--- src/rtl/bool_op_pkg.sv ---
`default_nettype none
// ============================================================================
// Module   : bool_op_pkg
// Brief    : Shared types for the boolean-op scheduler: operation modes and
//            output-stage states.
// Revision : 1.0 - initial release
// ============================================================================
package bool_op_pkg;

  // Operation selected by a requester's 2-bit mode field
  typedef enum logic [1:0] {
    BOOL_AND  = 2'b00,
    BOOL_OR   = 2'b01,
    BOOL_XOR  = 2'b10,
    BOOL_NAND = 2'b11
  } bool_mode_t;

  // Single-entry output stage occupancy
  typedef enum logic {
    OUT_EMPTY = 1'b0,
    OUT_FULL  = 1'b1
  } out_state_t;

endpackage : bool_op_pkg
`default_nettype wire

--- src/rtl/bool_op_unit.sv ---
`default_nettype none
// ============================================================================
// Module   : bool_op_unit
// Brief    : Combinational bitwise logic unit (AND / OR / XOR / NAND).
// Revision : 1.0 - initial release
// ============================================================================
module bool_op_unit
  import bool_op_pkg::*;
#(
  parameter int WIDTH = 8
) (
  input  logic [WIDTH-1:0] x,
  input  logic [WIDTH-1:0] y,
  input  bool_mode_t       mode,
  output logic [WIDTH-1:0] result
);

  // Purely bitwise evaluation; result is exactly WIDTH bits
  always_comb begin
    result = '0;
    case (mode)
      BOOL_AND:  result = x & y;
      BOOL_OR:   result = x | y;
      BOOL_XOR:  result = x ^ y;
      BOOL_NAND: result = ~(x & y);
      default:   result = '0;
    endcase
  end

endmodule : bool_op_unit
`default_nettype wire

--- src/rtl/bool_op_sched.sv ---
`default_nettype none
// ============================================================================
// Module   : bool_op_sched
// Brief    : Round-robin scheduler sharing one bool_op_unit among NREQ
//            requesters, with a single-entry registered response stage.
// Revision : 1.0 - initial release
// ============================================================================
module bool_op_sched
  import bool_op_pkg::*;
#(
  parameter int WIDTH = 8,
  parameter int NREQ  = 4,
  localparam int IDW  = (NREQ > 1) ? $clog2(NREQ) : 1
) (
  input  logic                  clk,
  input  logic                  rst,
  input  logic [NREQ-1:0]       req_valid,
  output logic [NREQ-1:0]       req_ready,
  input  logic [NREQ*WIDTH-1:0] req_a,
  input  logic [NREQ*WIDTH-1:0] req_b,
  input  logic [NREQ*2-1:0]     req_mode,
  output logic                  rsp_valid,
  input  logic                  rsp_ready,
  output logic [WIDTH-1:0]      rsp_data,
  output logic [IDW-1:0]        rsp_id
);

  out_state_t          state_q;
  out_state_t          state_d;
  logic [IDW-1:0]      last_q;
  logic [IDW-1:0]      grant_idx;
  logic                grant_found;
  logic                grant_en;
  logic                can_accept;
  logic [2*NREQ-1:0]   prio_vec;
  logic [WIDTH-1:0]    sel_a;
  logic [WIDTH-1:0]    sel_b;
  bool_mode_t          sel_mode;
  logic [WIDTH-1:0]    unit_result;

  // The stage accepts when empty, or when the held result leaves this cycle
  assign can_accept = (state_q == OUT_EMPTY) || rsp_ready;

  // Doubling the valid vector lets the search run linearly from last+1 and
  // wrap naturally without a modulo on every index
  assign prio_vec = {req_valid, req_valid};

  // Round-robin search: first valid requester after the last grant
  always_comb begin
    grant_found = 1'b0;
    grant_idx   = '0;
    for (int k = 1; k <= NREQ; k++) begin
      if (!grant_found && prio_vec[int'(last_q) + k]) begin
        grant_found = 1'b1;
        grant_idx   = IDW'((int'(last_q) + k >= NREQ) ? (int'(last_q) + k - NREQ)
                                                       : (int'(last_q) + k));
      end
    end
  end

  // Nothing is accepted while reset is asserted
  assign grant_en  = grant_found && can_accept && !rst;
  assign req_ready = grant_en ? (NREQ'(1) << grant_idx) : '0;

  // Operand mux into the single shared unit
  assign sel_a    = req_a[int'(grant_idx)*WIDTH +: WIDTH];
  assign sel_b    = req_b[int'(grant_idx)*WIDTH +: WIDTH];
  assign sel_mode = bool_mode_t'(req_mode[int'(grant_idx)*2 +: 2]);

  bool_op_unit #(
    .WIDTH (WIDTH)
  ) u_unit (
    .x      (sel_a),
    .y      (sel_b),
    .mode   (sel_mode),
    .result (unit_result)
  );

  // Output-stage state register
  always_ff @(posedge clk) begin
    if (rst) state_q <= OUT_EMPTY;
    else     state_q <= state_d;
  end

  // Next state: a grant always fills; a consumed result without refill empties
  always_comb begin
    state_d = state_q;
    if (grant_en)
      state_d = OUT_FULL;
    else if (state_q == OUT_FULL && rsp_ready)
      state_d = OUT_EMPTY;
  end

  // Output decode of the stage state
  always_comb begin
    rsp_valid = (state_q == OUT_FULL);
  end

  // Result, tag and round-robin pointer capture on each grant
  always_ff @(posedge clk) begin
    if (rst) begin
      rsp_data <= '0;
      rsp_id   <= '0;
      last_q   <= IDW'(NREQ - 1);
    end else if (grant_en) begin
      rsp_data <= unit_result;
      rsp_id   <= grant_idx;
      last_q   <= grant_idx;
    end
  end

endmodule : bool_op_sched
`default_nettype wire

--- config.mk ---
export PLATFORM = sky130hd
export DESIGN_NAME = bool_op_sched
export DESIGN_NICKNAME = d
export VERILOG_FILES = /design/src/rtl/bool_op_pkg.sv /design/src/rtl/bool_op_unit.sv /design/src/rtl/bool_op_sched.sv
export SDC_FILE = /design/constraint.sdc
export NUM_CORES = 1
export LEC_CHECK = 0
export CORE_ASPECT_RATIO = 1.2
export CORE_MARGIN = 2
export CORE_UTILIZATION = 41
export CTS_BUF_LIST = sky130_fd_sc_hd__clkbuf_8 sky130_fd_sc_hd__clkbuf_16
export DETAILED_ROUTE_END_ITERATION = 12
export GPL_ROUTABILITY_DRIVEN = 0
export GPL_TIMING_DRIVEN = 0
export MAX_ROUTING_LAYER = met4
export PLACE_DENSITY = 0.87
export SYNTH_ARGS = -nofsm -noshare
export SYNTH_HDL_FRONTEND = slang
export SYNTH_SLANG_ARGS = --single-unit
--- constraint.sdc ---
create_clock -name clk -period 3.74 [get_ports clk]
set_clock_uncertainty 0.2 [all_clocks]
set_input_delay 0.561 -clock clk [delete_from_list [all_inputs] [get_ports clk]]
set_output_delay 0.561 -clock clk [all_outputs]
set_load 0.005 [all_outputs]
# After elaboration in Yosys (flattened, before gate mapping)
# Cells that the tools add are included.
# Widths: inputs -> output; s select.
# op_classes
addsub,8
magnitude_cmp,8
n_eq_ne,3
shift,4
muxes,28
bitwise_logic,5
reduce_logical,13
# op_table
op,count
$shiftx 32x6->8,2
$pmux 8 s4,1
$mux 2,8
$mux 1,14
$bmux 1 s3,4
$lt 3x4->1 const B,3
$ge 3x3->1 const B,3
$and 8x8->8,1
$not 8->8,1
$or 8x8->8,1
$shiftx 8x4->2,1
$sub 2x1->2 const B,4
$xor 8x8->8,1
$add 2x2->3 const B,2
$logic_and 1x1->1,6
$add 2x3->4 const B,1
$eq 2x2->1 const B,2
$ge 4x3->1 const B,1
$logic_not 1->1,4
$lt 4x4->1 const B,1
$mux 4,1
$shl 1x2->4 const A,1
$add 2x1->3 const B,1
$eq 2x1->1 const B,1
other kinds (4),4
# totals
register_bits,13
in_bits,79

# Logic depth before layout (Yosys ltp)
# logic_depth
ltp_word,18
ltp_mapped,13
mapped_depth_nobuf,11

# Cells and area by module
# A second synthesis with hierarchy kept.
# hier_totals
hier_cells,233
area_unflattened_um2,1677.9
# by_module_without_submodules
mod,n_inst,cells_per_inst,area_per_inst_um2
bool_op_sched,1,174,1124.8
bool_op_unit,1,59,553.0

# Worst setup path after synthesis
# Ideal clock, no wire load.
# synth_path
kind,input -> register
start,input port req_valid[1]
end,register rsp_data[3]
setup_time_ns,0.074
t_arrival_ns,2.651
required_ns,3.466
path_slack_ns,0.815
stages,9
path_cell_list,nor2b_1 o21ba_2 nor2_1 buf_2 mux2_2 ha_1 nand2_1 o221a_1 a31oi_1
# synth_between
elab_chain_cells,17
elab_cells_between_ends,40
# synth_rtl
item,line_no,rtl
from (decl),bool_op_sched.sv:17,"input logic [NREQ-1:0] req_valid,"
$bmux 1 s3,bool_op_sched.sv:53,if (!grant_found && prio_vec[int'(last_q) + k]) begin
$mux 1 (implied by the code) (2 in a row),bool_op_sched.sv:53,
$mux 1,bool_op_sched.sv:53,
$logic_not 1->1,bool_op_sched.sv:53,
$logic_and 1x1->1,bool_op_sched.sv:53,
$mux 1,bool_op_sched.sv:53,
$logic_not 1->1,bool_op_sched.sv:53,
$logic_and 1x1->1,bool_op_sched.sv:53,
$mux 1,bool_op_sched.sv:53,
$logic_not 1->1,bool_op_sched.sv:53,
$logic_and 1x1->1,bool_op_sched.sv:53,
$mux 2,bool_op_sched.sv:53,
$shiftx 32x6->8 (on tied branches),"bool_op_sched.sv:66, bool_op_sched.sv:67",
$and 8x8->8,"bool_op_unit.sv:22, bool_op_unit.sv:25",
$not 8->8,bool_op_unit.sv:25,BOOL_NAND: result = ~(x & y);
$pmux 8 s4,bool_op_unit.sv:21,case (mode)
to (signal assigned),bool_op_sched.sv:106,rsp_data <= unit_result;
to (decl),bool_op_sched.sv:24,"output logic [WIDTH-1:0] rsp_data,"
# Several ways; a longest one is shown, not always the timed one. The select of a mux whose other input is x is not followed.
# A chain may end at the register's enable or synchronous reset.

# Worst setup path in the final report
# layout_path
start,input port req_valid[3]
end,output port req_ready[1]
# layout_between
elab_chain_cells,16
elab_cells_between_ends,30
# layout_rtl
item,line_no,rtl
$bmux 1 s3,bool_op_sched.sv:53,
$mux 1 (implied by the code) (2 in a row),bool_op_sched.sv:53,
$mux 1,bool_op_sched.sv:53,
$logic_not 1->1,bool_op_sched.sv:53,
$logic_and 1x1->1,bool_op_sched.sv:53,
$mux 1,bool_op_sched.sv:53,
$logic_not 1->1,bool_op_sched.sv:53,
$logic_and 1x1->1,bool_op_sched.sv:53,
$mux 1,bool_op_sched.sv:53,
$logic_not 1->1,bool_op_sched.sv:53,
$logic_and 1x1->1,bool_op_sched.sv:53,
$mux 1,bool_op_sched.sv:53,
$logic_and 1x1->1 (2 in a row),bool_op_sched.sv:62,assign grant_en = grant_found && can_accept && !rst;
$mux 4 (*),bool_op_sched.sv:63,assign req_ready = grant_en ? (NREQ'(1) << grant_idx) : '0;
to (decl),bool_op_sched.sv:18,"output logic [NREQ-1:0] req_ready,"
# Mark *: on every way between the ends. The rest lies on a longest branch, timed or not. The select of a mux whose other input is x is not followed.

==> impl_metrics.yaml <==
clocking:
  cts_htree_levels: 1
  clk_pin_slew_ns: 0.06
  cts_hold_buf: 0
  cts_buffer_depth: 2
  cts_tree: "yes"
  numCtsBuffers: 3
  cts_setup_buffers: 0
  cts_root_buf: "clkbuf_8"
  clkSinkCount: 13
  insertion_delay_ns: 0.25
detailed_routing:
  drc: 0
  wirelength_um: 5420
  via_count: 2038
  wl_per_cell_um: 14.45
  drtAntennaViolNets: 0
  first_pass_iters: 4
  detail_route.vias_per_cell: 5.435
  first_iter_violations: 45
power_and_ir_drop:
  vdd_drop_max_mv: 0.1713
  p_per_area_mw_per_mm2: 332.0
  p_switching_mw: 0.3913
  p_seq_frac: 0.173
  power_frac_comb: 0.696
  power.share.clock: 0.131
  intPower_mw: 0.5877
  switching_share: 0.3997
  power_leakage_nw: 1.358
hold_path:
  hold_path.class: "reg -> reg"
  hp-start: "rsp_id[1]"
synthesis:
  synth_top_area_cell: "mux2i_1"
  yosysTopAreaCellShare: 0.2174
  ys_async_sr_fraction: 0
  synth_warnings: 0
  synth.net_count: 315
  ys_seq_area_frac: 0.1378
  ys_top_cells_by_count: "mux2i_1 (41), inv_1 (26), ha_1 (16)"
  ys.flop_type: "dfxtp_1"
  ys_seq_elements: 13
  synth_area_leaders: "mux2i_1 (22%), dfxtp_1 (14%), ha_1 (11%), inv_1 (5.2%), mux2_2 (4.8%)"
  syn_avg_cell_area_sq_um: 8.582
  yosysUniqueCellTypes: 45
  syn-cell-area_sq_mm: 0.001888
  synth_edf_count: 0
  syn-instance-count: 220
  yosysMostFrequentCell: "mux2i_1"
sta:
  max_slew_margin: 0.6552
  finalSetupTns_ns: 0
  fin_crit_ns: 3.591
  period_share: 0.9602
  rsz0062_at_grt: "false"
  max_freq_mhz: 278.5
  finalSetupViolations: 0
  finalHoldViolations: 0
  whs_ns: 0.2629
  worst_pin_slew_ns: 0.5124
  slew_viol_final: 0
  layout_setup_ws_ns: 0.1487
critical_path:
  cp_slowest_cell: "clkdlybuf4s50_1"
  crit_required_ns: 2.98
  crit_path_max_fanout: 10
  setup.worst_path.start_class: "input port"
  r2r_start: "last_q[1]"
  path_class: "in -> out"
  cp_data_arrival_time_ns: 2.83
  max_stage_delay_ns: 0.53
  crit_path_end_kind: "primary output"
  startpoint: "req_valid[3]"
  path_cells: "clkdlybuf4s50_1 > and2_1 > o22a_2 > nand2_1 > buf_4 > nand2_1 > nor2_1 > clkdlybuf4s50_1"
placed_design:
  place_hpwl_um: 4418
  port_buffers: 93
  pre_cts_ws_ns: -0.09320
  place_area_sq_mm: 0.002892
floorplanning:
  die_h_um: 78.34
  fp.dieW_um: 65.95
  ios: 94
  die_area_sq_mm: 0.005166
  fp-row-count: 27
  coreArea_sq_mm: 0.004527
  initial_core_util: 0.4171
global_route:
  grt_max_degree: 11
  grt_usage: 0.2237
  grt_pass1_vias: 2106
  grt_pass1_wl_um: 9073
  antenna_found_initial: 0
  grt.overflow.total: 0
layout:
  drive_above_1_share: 0.1009
  area_growth_pct: 56.20
  nFillCells: 426
  nNetsFinal: 413
  fin_area_sq_mm: 0.002949
  antennaDiodeCount: 0
outcome:
  status: "completed"
flow_run:
  max_cap_viol_count: 0
[power groups by stage]
stage | registers [mW] | clock network [mW] | logic [mW]
2_1_floorplan | 0.172 | 0 | 0.454
3_3_place_gp | 0.171 | 0 | 0.650
3_5_place_dp | 0.172 | 0 | 0.674
4_1_cts | 0.169 | 0.126 | 0.679
5_1_grt | 0.172 | 0.135 | 0.753
6_report | 0.169 | 0.128 | 0.681
[routing by layer]
layer | part of all wire | vias to the layer above | track usage
met5 | 0 | - | -
met4 | 0.028 | 0 | 0.07347
met2 | 0.54 | 64 | 0.4303
li1 | - | 1011 | -
met3 | 0.045 | 14 | 0.02722
met1 | 0.38 | 949 | 0.2290
[layout make-up]
cell class	count	area, sq um	share of cell area
inverter	26	97.59	0.03309
buffer	11	85.08	0.02885
sequential	13	260.3	0.08825
multi-input combinational	170	1456	0.4938
timing repair buffer	93	930.9	0.3157
tap	58	72.57	0.02461
clock inverter	1	5.005	0.001697
clock buffer	3	41.29	0.01400
[flip-flops by register name, indices dropped and copies added (netlist names)]
name	count
last_q	2
rsp_valid	1
rsp_id	2
rsp_data	8
[kinds of logic after synthesis]
| kind of cell | Yosys count | share of synthesized area |
|---|---|---|
| AO/OA/AOI/OAI | 61 | 0.2770 |
| adder cells (fa/ha/maj) | 16 | 0.1060 |
| buffers and inverters | 37 | 0.09476 |
| flip-flops | 13 | 0.1378 |
| multiplexers | 49 | 0.2651 |
| AND/OR/NAND/NOR | 44 | 0.1193 |
[worst max-delay path, delay by kind of cell]
kind / cells / cell delay [ns]
buffers and inverters: 3 / 1.31
AND/OR/NAND/NOR: 4 / 0.69
AO/OA/AOI/OAI: 1 / 0.26
[timing repair]
item,in CTS,in global routing
setup endpoints to repair,0,12
resized for setup,0,6
hold endpoints to repair,0,0
[placed cells by master (no fill, tap or decap), types with 2 or more instances in the layout]
cell	count
clkdlybuf4s50_1	93
mux2i_1	41
inv_1	26
ha_1	16
dfxtp_1	13
nand2b_1	10
nand2_1	10
nor2_1	9
mux2_2	8
a211o_1	8
o211ai_1	8
o21bai_1	8
a31oi_1	8
o221a_1	7
buf_6	4
buf_4	3
nor2b_1	3
a21oi_1	3
clkbuf_8	3
nor2_2	2
o22a_2	2
nand3_1	2
a21boi_1	2
clkbuf_1	2
[through the flow]
stage	instances	total power, mW	utilization
6_report	375	0.9790	0.6515
5_1_grt	375	1.061	0.6515
4_1_cts	375	0.9742	0.6490
3_5_place_dp	371	0.8457	0.6388
3_3_place_gp	371	0.8217	0.6388
2_1_floorplan	220	0.6256	-
[final timing paths]
| check | to | slack [ns] | cells after the start |
|---|---|---|---|
| worst max-delay path | req_ready[1] | 0.15 | 8 |
| worst min-delay path | rsp_id[1] | 0.26 | 2 |
| worst max register to register | rsp_data[3] | 0.74 | 10 |
| worst min register to register | rsp_id[1] | 0.26 | 2 |
Power figures use the tool's default switching activity.
